===== src/rtl/icache_mem_latency_shim.sv =====
// Fixed-latency, in-order instruction fetch shim between the icache and a combinational memory model.
// Optional statistics counters are built only when SHIM_STATS_EN is defined.
module icache_mem_latency_shim #(
  parameter int DEPTH   = 4,
  parameter int LATENCY = 3,
  parameter int IDX_W   = 12,
  parameter int VPN_W   = 28,
  parameter int LINE_W  = 128
) (
  input  logic                   clk_i,
  input  logic                   rst_i,
  input  logic                   req_valid_i,
  output logic                   req_ready_o,
  input  logic [IDX_W-1:0]       req_idx_i,
  input  logic [VPN_W-1:0]       req_vpn_i,
  input  logic                   req_kill_i,
  output logic [IDX_W+VPN_W-1:0] mem_addr_o,
  input  logic [LINE_W-1:0]      mem_line_i,
  output logic                   resp_valid_o,
  input  logic                   resp_ready_i,
  output logic [LINE_W-1:0]      resp_line_o,
  output logic [IDX_W+VPN_W-1:0] resp_vaddr_o,
  output logic [31:0]            stat_req_o,
  output logic [31:0]            stat_stall_o
);
  localparam int PTR_W = $clog2(DEPTH);
  localparam int AW    = IDX_W + VPN_W;
  localparam logic [3:0]       WAIT_INIT = 4'(LATENCY - 1);
  localparam logic [PTR_W:0]   DEPTH_C   = (PTR_W + 1)'(DEPTH);

  logic [AW-1:0]     r_addr [DEPTH];
  logic [3:0]        r_wait [DEPTH];
  logic [DEPTH-1:0]  r_vld;
  logic [PTR_W-1:0]  r_wr_ptr;
  logic [PTR_W-1:0]  r_rd_ptr;
  logic [PTR_W:0]    r_count;

  logic              r_resp_valid;
  logic [LINE_W-1:0] r_resp_line;
  logic [AW-1:0]     r_resp_vaddr;

  logic              w_push;
  logic              w_fire;

  // Both ports use valid/ready: a transfer happens at a rising edge where valid and ready
  // are both high; ready depends only on registered state plus kill, never on valid.
  assign req_ready_o = (r_count < DEPTH_C) & ~req_kill_i;
  assign w_push      = req_valid_i & req_ready_o;
  assign w_fire      = ~req_kill_i & (r_count != '0) & (r_wait[r_rd_ptr] == 4'd0) &
                       (~r_resp_valid | resp_ready_i);
  assign mem_addr_o  = (r_count != '0) ? r_addr[r_rd_ptr] : '0;

  assign resp_valid_o = r_resp_valid;
  assign resp_line_o  = r_resp_line;
  assign resp_vaddr_o = r_resp_vaddr;

  always_ff @(posedge clk_i) begin
    if (w_push) r_addr[r_wr_ptr] <= {req_vpn_i, req_idx_i};
  end

  always_ff @(posedge clk_i or posedge rst_i) begin
    if (rst_i) begin
      r_wr_ptr <= '0;
      r_rd_ptr <= '0;
      r_count  <= '0;
      r_vld    <= '0;
      for (int i = 0; i < DEPTH; i++) r_wait[i] <= 4'd0;
    end else if (req_kill_i) begin
      r_rd_ptr <= r_wr_ptr;
      r_count  <= '0;
      r_vld    <= '0;
    end else begin
      for (int i = 0; i < DEPTH; i++) begin
        if (r_vld[i] && r_wait[i] != 4'd0) r_wait[i] <= r_wait[i] - 4'd1;
      end
      // Push and fire never touch the same slot: that needs count of 0 or DEPTH.
      if (w_push) begin
        r_wait[r_wr_ptr] <= WAIT_INIT;
        r_vld[r_wr_ptr]  <= 1'b1;
        r_wr_ptr         <= r_wr_ptr + 1'b1;
      end
      if (w_fire) begin
        r_vld[r_rd_ptr] <= 1'b0;
        r_rd_ptr        <= r_rd_ptr + 1'b1;
      end
      case ({w_push, w_fire})
        2'b10:   r_count <= r_count + 1'b1;
        2'b01:   r_count <= r_count - 1'b1;
        default: r_count <= r_count;
      endcase
    end
  end

  always_ff @(posedge clk_i or posedge rst_i) begin
    if (rst_i) begin
      r_resp_valid <= 1'b0;
      r_resp_line  <= '0;
      r_resp_vaddr <= '0;
    end else if (req_kill_i) begin
      r_resp_valid <= 1'b0;
    end else if (w_fire) begin
      r_resp_valid <= 1'b1;
      r_resp_line  <= mem_line_i;
      r_resp_vaddr <= mem_addr_o;
    end else if (resp_ready_i) begin
      r_resp_valid <= 1'b0;
    end
  end

`ifdef SHIM_STATS_EN
  logic [31:0] r_stat_req;
  logic [31:0] r_stat_stall;

  // Saturating counters; kill deliberately leaves them alone.
  always_ff @(posedge clk_i or posedge rst_i) begin
    if (rst_i) begin
      r_stat_req   <= '0;
      r_stat_stall <= '0;
    end else begin
      if (w_push && r_stat_req != 32'hFFFF_FFFF) r_stat_req <= r_stat_req + 32'd1;
      if (r_resp_valid && !resp_ready_i && r_stat_stall != 32'hFFFF_FFFF)
        r_stat_stall <= r_stat_stall + 32'd1;
    end
  end

  assign stat_req_o   = r_stat_req;
  assign stat_stall_o = r_stat_stall;
`else
  assign stat_req_o   = 32'd0;
  assign stat_stall_o = 32'd0;
`endif

endmodule


===== config.mk =====
export PLATFORM = sky130hd
export DESIGN_NAME = icache_mem_latency_shim
export DESIGN_NICKNAME = d
export VERILOG_FILES = /design/src/rtl/icache_mem_latency_shim.sv
export SDC_FILE = /design/constraint.sdc
export NUM_CORES = 1
export LEC_CHECK = 0
export BUFFER_PORTS_ARGS = -buffer_cell sky130_fd_sc_hd__buf_2
export CAP_MARGIN = 5
export CORE_MARGIN = 8
export CORE_UTILIZATION = 25
export CTS_BUF_LIST = sky130_fd_sc_hd__clkbuf_8 sky130_fd_sc_hd__clkbuf_16
export CTS_CLUSTER_DIAMETER = 150
export DETAILED_ROUTE_END_ITERATION = 10
export GPL_ROUTABILITY_DRIVEN = 1
export GPL_TIMING_DRIVEN = 0
export HOLD_SLACK_MARGIN = 0.02
export PLACE_DENSITY = 0.5
export SETUP_SLACK_MARGIN = 0.02
export SLEW_MARGIN = 20
export SYNTH_ARGS = -nofsm -noshare
export SYNTH_HDL_FRONTEND = slang
export SYNTH_SLANG_ARGS = --single-unit

===== constraint.sdc =====
create_clock -name clk_i -period 8.9 [get_ports clk_i]
set_clock_uncertainty 0.1 [all_clocks]
set_input_delay 2.67 -clock clk_i [delete_from_list [all_inputs] [get_ports clk_i]]
set_output_delay 2.67 -clock clk_i [all_outputs]
set_load 0.03 [all_outputs]

==> results.toml <==
[clock_network]
clock-root-buffer = "clkbuf_16"
cts_buffers = 41
postCtsSetupBuffers = 0
clkSlewWorstSetupHoldPaths_ns = 0.06
clk_latency_ns = 0.54
tritoncts = "built"
cts_max_level = 2
clockBufferDepth = 3
cts.sinks = 356
cts_resized = 0
cts_hold_buf = 0

[yosys]
synth-compound-area-share_pct = 1.90
yosys_register_bits = 356
ys_warn_count = 0
synth-edff-count = 160
synth_cells = 1199
yosys.area_share.simple_pct = 17.0
synth_xor_area_share_pct = 0.668
synthArstFlopShare_pct = 55.1
seq_area_frac_synth_pct = 67.3
syn_avg_cell_area_um2 = 12.0
synth_top_family_by_area = "simple AND/OR/NAND/NOR gates"
muxShareOfSynthArea_pct = 6.39
synthAdderAreaFrac_pct = 1.18
ys_top_cells_by_area = "dfrtp_1 (34%), edfxtp_1 (33%), nand2_1 (13%), mux4_2 (6.2%), buf_4 (3.4%)"
yosysTopAreaCell = "dfrtp_1"
synth_top_area_share_pct = 34.0
synth_ff_type = "dfrtp_1"
yosysUniqueCellTypes = 40
synth.cell_area_um2 = 14400

[floorplan]
io_pins = 447
num_rows = 88
coreArea_um2 = 57400
die-area_um2 = 65700
die_y_um = 256
start_util_pct = 25.2
dieWidth_um = 256

[power]
p_per_area_nw_per_um2 = 372
ir_drop_mv = 0.168
p_total_uw = 7100
p_leak_uw = 0.00928

[layout]
final_cell_mix = "nand2_1 (510), buf_2 (414), dfrtp_1 (196), edfxtp_1 (160), buf_4 (66)"
final_cells = 2491
final_area_um2 = 19100
drive_gt1_share_pct = 34.9
layout_commonest_cell = "nand2_1"
n_fill_cell = 5900
synthToLayoutAreaGrowth_pct = 32.3
nNetsFinal = 1879

[placement]
place_area_um2 = 17700
dp_cells = 2415
hpwl_mm = 31.3
gp_congestion = 0.779
numPortBuffers = 382

[timing]
rsz0062_at_grt = "false"
finalCriticalPeriod_ns = 6.82
fmax_ghz = 0.147
maxSlewViolCount = 0
holdWs_ns = 0.367
hold_violations = 0
tightest_slew_ns = 0.948
setup_viol = 0
fin_crit_sh_pct = 76.6
max_slew_margin_pct = 36.6
tns_ns = 0

[grt]
grt_pass1_wl_mm = 65.7
overflow = 0
antenna_found_initial = 4
grt_usage_pct = 12.6
grt_pass1_vias = 10700
grt_max_degree = 99

[setup_path]
required_ns = 6.13
cp.arrival_ns = 4.05
cp_max_fo = 10
startpoint_type = "input pin"
path_class = "in -> out"
critPathCaptureType = "output port"

[routing]
remaining_drc_errors = 0
post_drt_wl_per_cell_um = 17.0
drtIter0Drc = 406
routed_wl_mm = 42.3
ant_nets = 0
vias = 10100
viasPerCell = 4.05
drtPass1Iterations = 6

[hold_path]
hold_class = "reg -> reg"

[status]
status = "completed"

[run]
drv_cap = 0
[cell type report]
cell class	instances	area [um2]	share of cell area, %
flip-flops and latches	356	9710	50.9
multi-input cells	771	4160	21.8
repair buffers	388	2070	10.8
clock buffers	49	1140	5.95
well taps	765	957	5.01
plain buffers	121	757	3.97
clock inverters	25	230	1.21
inverters	14	60.1	0.315
diodes	2	5.00	0.0262
[state kept, by name, summed over array words and instances, names as in the netlist]
register,count
r_wr_ptr,2
r_vld,4
resp_line_o,128
resp_vaddr_o,40
resp_valid_o,1
r_count,3
r_addr,160
r_rd_ptr,2
r_wait,16
[final timing paths]
path	from	to	slack, ns	depth (start not counted)
hold / removal	resp_vaddr_o[4]	resp_vaddr_o[4]	0.37	2
hold reg to reg	resp_vaddr_o[4]	resp_vaddr_o[4]	0.37	2
min in group asynchronous	rst_i	resp_line_o[8]	1.95	2
max in group asynchronous	rst_i	resp_vaddr_o[39]	5.97	3
setup / recovery	req_kill_i	req_ready_o	2.08	5
setup reg to reg	r_count[0]	r_count[2]	5.22	10
[stage by stage]
stage	setup WS, ns	util (%)
2_1_floorplan	0.789	-
3_3_place_gp	-1.86	30.6
3_5_place_dp	2.07	30.9
4_1_cts	2.05	33.3
5_1_grt	2.00	33.3
6_report	2.08	33.3
[cell families after synthesis]
family | count (synthesis)
compound gates | 38
simple gates | 603
xor+xnor | 11
buf+inv | 135
flops | 356
mux | 42
fa+ha+maj | 13
other cells | 1
[synthesized netlist by cell type, types with 4 or more instances]
library cell,instances
o21ai_0,15
mux4_2,40
nand2b_1,6
nand2_1,510
xnor2_1,10
edfxtp_1,160
buf_2,32
inv_1,14
nor2b_1,5
clkbuf_1,23
buf_4,66
and2_1,44
ha_1,12
a21oi_1,8
a211o_1,4
nor2_1,22
a211oi_1,4
dfrtp_1,196
[layer usage]
metal  share of wire (%)  global-route usage, %  vias to the layer above
li1                    -                      -                     4830
met1                  41                   14.9                     4843
met2                  49                   21.4                      338
met3                 7.7                   4.43                       67
met4                 2.6                   3.86                        4
met5               0.064                      0                        -
[worst max-delay path, stage by stage]
cell and delay, ns:
buf_2 0.21, clkbuf_1 0.41, clkbuf_1 0.45, nor2_1 0.09, buf_2 0.20
[power breakdown]
| group | total [uW] | internal, uW | switching, uW |
|---|---|---|---|
| clock network | 1700 | 1020 | 672 |
| registers | 2400 | 2180 | 216 |
| logic | 3010 | 911 | 2100 |
| total | 7100 | 4110 | 2990 |
Note: power is estimated with default switching activity, not from simulation.
